==> src/rtl/sprite_dma_swap_pkg.sv <==
// Shared types and defaults for the sprite RAM swap DMA.
package sprite_dma_swap_pkg;

  localparam int unsigned DEF_DATA_BITS = 16;
  localparam int unsigned DEF_ADDR_BITS = 10;
  localparam logic [DEF_DATA_BITS-1:0] DEF_CLEAR_VAL = '0;

  // Transfer sequencing: sweep source, let the readback pipe empty, pulse done.
  typedef enum logic [1:0] {
    ST_IDLE  = 2'd0,
    ST_RUN   = 2'd1,
    ST_DRAIN = 2'd2,
    ST_FIN   = 2'd3
  } dma_state_e;

endpackage

==> src/rtl/sprite_dma_pipe.sv <==
// Two-stage readback pipe: issue -> source readback cycle -> destination write registers.
module sprite_dma_pipe
  import sprite_dma_swap_pkg::*;
#(
  parameter int unsigned dataBits = DEF_DATA_BITS,
  parameter int unsigned addrBits = DEF_ADDR_BITS
) (
  input  logic                clk,
  input  logic                reset,
  input  logic                issue_i,
  input  logic [addrBits-1:0] offset_i,
  input  logic [dataBits-1:0] rdata_i,
  output logic                pending_o,
  output logic                dst_we_o,
  output logic [addrBits-1:0] dst_addr_o,
  output logic [dataBits-1:0] dst_data_o
);

  logic                s1_vld_q;
  logic [addrBits-1:0] s1_off_q;
  logic                dst_we_q;
  logic [addrBits-1:0] dst_addr_q;
  logic [dataBits-1:0] dst_data_q;

  // Stage 1 tracks the word whose old contents arrive on rdata_i this cycle; stage 2 presents it.
  always_ff @(posedge clk or posedge reset) begin
    if (reset) begin
      s1_vld_q   <= 1'b0;
      s1_off_q   <= '0;
      dst_we_q   <= 1'b0;
      dst_addr_q <= '0;
      dst_data_q <= '0;
    end else begin
      s1_vld_q <= issue_i;
      s1_off_q <= offset_i;
      dst_we_q <= s1_vld_q;
      if (s1_vld_q) begin
        dst_addr_q <= s1_off_q;
        dst_data_q <= rdata_i;
      end
    end
  end

  // Only stage 1 counts as pending so done lands exactly one cycle after the final write.
  assign pending_o  = s1_vld_q;
  assign dst_we_o   = dst_we_q;
  assign dst_addr_o = dst_addr_q;
  assign dst_data_o = dst_data_q;

endmodule

==> src/rtl/sprite_dma_swap.sv <==
// Vblank DMA: clears a span of sprite RAM while copying its old contents to the line buffer.
module sprite_dma_swap
  import sprite_dma_swap_pkg::*;
#(
  parameter int unsigned           dataBits  = DEF_DATA_BITS,
  parameter int unsigned           addrBits  = DEF_ADDR_BITS,
  parameter logic [dataBits-1:0]   CLEAR_VAL = dataBits'(DEF_CLEAR_VAL)
) (
  input  logic                clk,
  input  logic                reset,
  input  logic                start,
  input  logic [addrBits-1:0] base,
  input  logic [addrBits:0]   len,
  input  logic                hold,
  input  logic                abort,
  output logic [addrBits-1:0] src_addr,
  output logic                src_nwe,
  output logic [dataBits-1:0] src_din,
  input  logic [dataBits-1:0] src_dout,
  output logic [addrBits-1:0] dst_addr,
  output logic                dst_we,
  output logic [dataBits-1:0] dst_data,
  output logic                busy,
  output logic                done,
  output logic                aborted
);

  localparam int unsigned CntBits = addrBits + 1;

  dma_state_e          state_q, state_d;
  logic [addrBits-1:0] base_q, base_d;
  logic [CntBits-1:0]  len_q, len_d;
  logic [CntBits-1:0]  k_q, k_d;
  logic                cut_q, cut_d;
  logic                aborted_q, aborted_d;
  logic                busy_q, done_q;
  logic                issue_c;
  logic                pending;

  // State and transfer-context registers.
  always_ff @(posedge clk or posedge reset) begin
    if (reset) begin
      state_q   <= ST_IDLE;
      base_q    <= '0;
      len_q     <= '0;
      k_q       <= '0;
      cut_q     <= 1'b0;
      aborted_q <= 1'b0;
      busy_q    <= 1'b0;
      done_q    <= 1'b0;
    end else begin
      state_q   <= state_d;
      base_q    <= base_d;
      len_q     <= len_d;
      k_q       <= k_d;
      cut_q     <= cut_d;
      aborted_q <= aborted_d;
      busy_q    <= (state_d != ST_IDLE);
      done_q    <= (state_d == ST_FIN);
    end
  end

  // Next-state, issue decision and capture; abort beats a same-cycle issue.
  always_comb begin
    state_d   = state_q;
    base_d    = base_q;
    len_d     = len_q;
    k_d       = k_q;
    cut_d     = cut_q;
    aborted_d = aborted_q;
    issue_c   = 1'b0;
    case (state_q)
      ST_IDLE: begin
        if (start) begin
          state_d   = ST_RUN;
          base_d    = base;
          len_d     = len;
          k_d       = '0;
          cut_d     = 1'b0;
          aborted_d = 1'b0;
        end
      end
      ST_RUN: begin
        issue_c = !hold && !abort && (k_q < len_q);
        if (issue_c) k_d = k_q + CntBits'(1);
        if (abort && (k_q < len_q)) cut_d = 1'b1;
        if (abort || (k_d == len_q)) state_d = ST_DRAIN;
      end
      ST_DRAIN: begin
        if (!pending) begin
          state_d   = ST_FIN;
          aborted_d = cut_q;
        end
      end
      ST_FIN: begin
        state_d = ST_IDLE;
      end
      default: begin
        state_d = ST_IDLE;
      end
    endcase
  end

  // Source port is driven in the issue cycle itself so hold/abort act without delay.
  assign src_nwe  = ~issue_c;
  assign src_addr = issue_c ? (base_q + k_q[addrBits-1:0]) : '0;
  assign src_din  = CLEAR_VAL;

  sprite_dma_pipe #(
    .dataBits(dataBits),
    .addrBits(addrBits)
  ) u_pipe (
    .clk       (clk),
    .reset     (reset),
    .issue_i   (issue_c),
    .offset_i  (k_q[addrBits-1:0]),
    .rdata_i   (src_dout),
    .pending_o (pending),
    .dst_we_o  (dst_we),
    .dst_addr_o(dst_addr),
    .dst_data_o(dst_data)
  );

  assign busy    = busy_q;
  assign done    = done_q;
  assign aborted = aborted_q;

endmodule
==> config.mk <==
export PLATFORM = sky130hd
export DESIGN_NAME = sprite_dma_swap
export DESIGN_NICKNAME = d
export VERILOG_FILES = /design/src/rtl/sprite_dma_swap_pkg.sv /design/src/rtl/sprite_dma_pipe.sv /design/src/rtl/sprite_dma_swap.sv
export SDC_FILE = /design/constraint.sdc
export NUM_CORES = 1
export LEC_CHECK = 0
export BUFFER_PORTS_ARGS = -buffer_cell sky130_fd_sc_hd__clkbuf_2
export CAP_MARGIN = 20
export CORE_MARGIN = 3
export CORE_UTILIZATION = 49
export DETAILED_ROUTE_END_ITERATION = 8
export GPL_ROUTABILITY_DRIVEN = 0
export PLACE_DENSITY = 0.88
export SYNTH_ARGS = -nofsm -noshare
export SYNTH_HDL_FRONTEND = slang
export SYNTH_HIERARCHICAL = 1
export SYNTH_SLANG_ARGS = --single-unit
==> constraint.sdc <==
create_clock -name clk -period 2.3 [get_ports clk]
set_input_delay 0.23 -clock clk [delete_from_list [all_inputs] [get_ports clk]]
set_output_delay 0.23 -clock clk [all_outputs]
set_load 0.005 [all_outputs]
==> summary.txt <==
Global routing
  • Gr ovfl total: 0
  • Vias in the first global route: 3,320
  • Initial antenna violation count: 0
  • Overall routing resource usage: 21.5%
  • First-pass GRT wire length: 16,300 microns
  • Largest net degree at the start of global routing: 39

Clocking
  • Clock Tree Root: clkbuf_8
  • Clock Pin Slew Worst Setup and Hold Paths: 0.09 ns
  • Worst skew pair latency: 0.36 ns
  • TritonCTS Buffers: 9
  • Clock Sinks: 76
  • CTS Buffer Depth: 2
  • CTS tree: yes
  • Htree depth: 3

Logic synthesis
  • Synth Flop Type: dfrtp_1
  • Post-synth EDFFs: 0
  • Synth area leaders: dfrtp_1, mux2_4, ha_1
  • Top cells by count, synth: dfrtp_1, nand2_1, o21ai_0
  • Average cell area after synthesis: 11.3 sq um
  • Yosys warns: 6
  • Register area share after synthesis: 45.7%
  • Cell taking the most area after synthesis: dfrtp_1
  • Synth Instances: 368
  • Most frequent cell after synthesis: dfrtp_1
  • Post-synth ARST share: 100%
  • Number of synthesized register bits: 76
  • Share of the synthesized area in the top cell type: 45.7%
  • Synth unique cells: 52
  • Post-synth design cell area: 4170 sq um

Detailed routing
  • Iter 0 DRT Violations: 173
  • WL/cell: 17.4 microns
  • Post-route ant nets: 0
  • WL final: 10,800 microns
  • DR vias/cell: 5.41
  • Drt drc: 0
  • TritonRoute pass-1 iters: 5
  • DR vias: 3,345

Timing
  • Final setup fails: 20
  • Setup TNS: -5.76 ns
  • RSZ-0062 raised after global routing: true
  • Max Clock Freq: 362 MHz
  • Final Cycle Share: 120%
  • Clock skew: 0.0101 ns
  • Slack of the critical path: -0.462 ns
  • Worst Tran Pin Value: 0.756 ns
  • Final Critical Period: 2.76 ns
  • Count of final hold-check violations: 0
  • Rel. slew slack: 49.5%
  • Max-slew violations: 0

Outcome
  • Outcome: finished with violations
  • Violated checks: setup timing

Critical path
  • Critical Path RT: 2.07 ns
  • Worst Reg-to-Reg Cells: 11
  • Worst Path Arrival: 2.53 ns
  • FF-to-FF setup slack: -0.27 ns
  • Reg2reg start: k_q[1]
  • R2R Path End: k_q[7]
  • Most frequent CP cell: a21oi_2
  • Worst Path Max Fanout: 2
  • WS Path Type: reg2out
  • CP max stage delay: 0.40 ns
  • Worst Setup Start Kind: flip-flop
  • Critical-path cell list: ha_2, buf_6, fa_2, a21oi_2, o21bai_1, a21o_1, a21oi_2, buf_4, xor2_1, nor2_1, buf_2
  • Slowest CP cell: dfrtp_1
  • Critical Path End Type: output port

Final layout
  • Fillers: 584
  • Fin nets: 571
  • Fraction of layout cells with a size suffix above 1: 50.5%
  • Ant. Diodes: 0
  • Finished Cell Area: 5570 sq um
  • Area grow syn2layout: 33.6%

Hold path
  • Hold Crit Depth: 3
  • Worst hold endpoint: len_q[8]
  • HP Start: len[8]
  • Hold/Removal Path Class: in2reg

Die
  • Die ar.: 9640 sq um
  • Die height: 98.2 microns
  • Ports: 99
  • Core Area: 8220 sq um
  • Die W: 98.2 microns
  • Initial Util: 50.7%
  • # rows: 33

Power and ir drop
  • Leak: 0.00278 uW
  • Power Density: 1090 nW/um^2
  • Max VDD drop: 657 uV

Place
  • Post-Place Setup Slack: -0.301 ns
  • Post-detail-place hpwl: 6840 microns
  • Placed Instance Area: 4840 sq um
  • Buffers on Ports: 82

Flow run
  • Max Cap Viol: 0
-- worst max path at each step --
stage                     startpoint           to  slack, ns  depth (start not counted)
after floorplan             len_q[9]   state_q[1]      0.001                         10
after global placement     base_q[1]  src_addr[9]      -0.18                         10
after detailed placement   base_q[1]  src_addr[9]      -0.30                         10
after CTS                  base_q[1]  src_addr[9]      -0.42                         10
after global routing       base_q[0]  src_addr[8]      -0.58                         11
final                         k_q[0]  src_addr[6]      -0.46                         11
-- layer usage --
metal | track usage, % | part of all wire, % | vias up
met1 | 27.1 | 41 | 1605
li1 | - | - | 1543
met4 | 9.56 | 2.8 | 0
met3 | 5.93 | 7.2 | 32
met5 | 0 | 0 | -
met2 | 34.7 | 49 | 165
-- sequential cells by signal, indices dropped and copies added (netlist names) --
signal	cells
u_pipe/dst_data_o	16
k_q	11
len_q	11
base_q	10
u_pipe/dst_addr_o	10
u_pipe/s1_off_q	10
state_q	2
aborted	1
busy	1
cut_q	1
done	1
u_pipe/dst_we_o	1
u_pipe/pending_o	1
-- cell families after synthesis --
| logic type | after synthesis | synth area share (%) |
|---|---|---|
| adders and majority gates | 21 | 6.49 |
| AOI/OAI and AO/OA | 75 | 11.8 |
| DFF | 76 | 45.7 |
| other | 1 | 0.0900 |
| buffers and inverters | 46 | 7.39 |
| muxes | 41 | 12.8 |
| and+or+nand+nor | 82 | 10.3 |
| xor gates and xnor gates | 26 | 5.47 |
-- worst max-delay path, delay by kind of cell (launching register included) --
kind,cells,cell delay (ns)
compound gates,4,0.64
xor+xnor,1,0.14
fa+ha+maj,2,0.55
buf+inv,3,0.38
flops,1,0.40
simple gates,1,0.06
-- layout by cell type, fill, tap and decap left out, drive strengths merged, types with 2 or more instances in the layout --
cell type / synthesis / routed
a21boi: 2 / 2
and3: 5 / 5
nor4: 3 / 3
o22ai: 2 / 2
o31ai: 5 / 5
dfrtp: 76 / 76
xnor2: 17 / 17
or3: 2 / 2
clkbuf: 8 / 84
nand4: 3 / 3
nand2: 24 / 25
nor3: 7 / 7
o21ai: 23 / 23
ha: 20 / 20
clkinv: 0 / 2
xor2: 9 / 9
o21bai: 4 / 4
a22o: 12 / 12
and2: 3 / 3
a31oi: 3 / 3
a21oi: 13 / 13
nand3: 4 / 4
conb: 1 / 16
mux2i: 2 / 2
mux2: 39 / 39
nor2: 20 / 20
a21o: 6 / 6
nand2b: 4 / 4
bufinv: 0 / 2
inv: 16 / 19
buf: 22 / 67
-- power breakdown --
group	switching, uW	internal [uW]
Clock	545	630
Combinational	1360	1470
Sequential	315	1770
Total	2220	3870
-- final cells by class --
cell class / instances / area [sq um] / share of cell area, %
clock inverters: 7 / 106 / 1.91
clock buffers: 9 / 124 / 2.23
repair buffers: 143 / 938 / 16.9
inverters: 16 / 60.1 / 1.08
flip-flops and latches: 76 / 1900 / 34.2
well taps: 105 / 131 / 2.36
multi-input cells: 262 / 2300 / 41.4
-- what timing repair did --
item	CTS	global route
hold buffers	1	0
buffers inserted	8	11
gates cloned	1	0
endpoints found under the hold margin	38	0
pin swaps	14	28
gates resized for setup	35	48
endpoints found under the setup margin	20	25
-- through the flow --
stage	hold WS, ns	power, uW	util [%]	std cells
2_1_floorplan	0.347	3610	-	383
6_report	0.0765	6090	67.7	618
4_1_cts	0.0559	5770	64.3	607
3_3_place_gp	0.340	4240	59.0	581
5_1_grt	0.0697	6470	67.7	618
3_5_place_dp	0.354	4380	59.0	581
(Power assumes the default switching activity.)
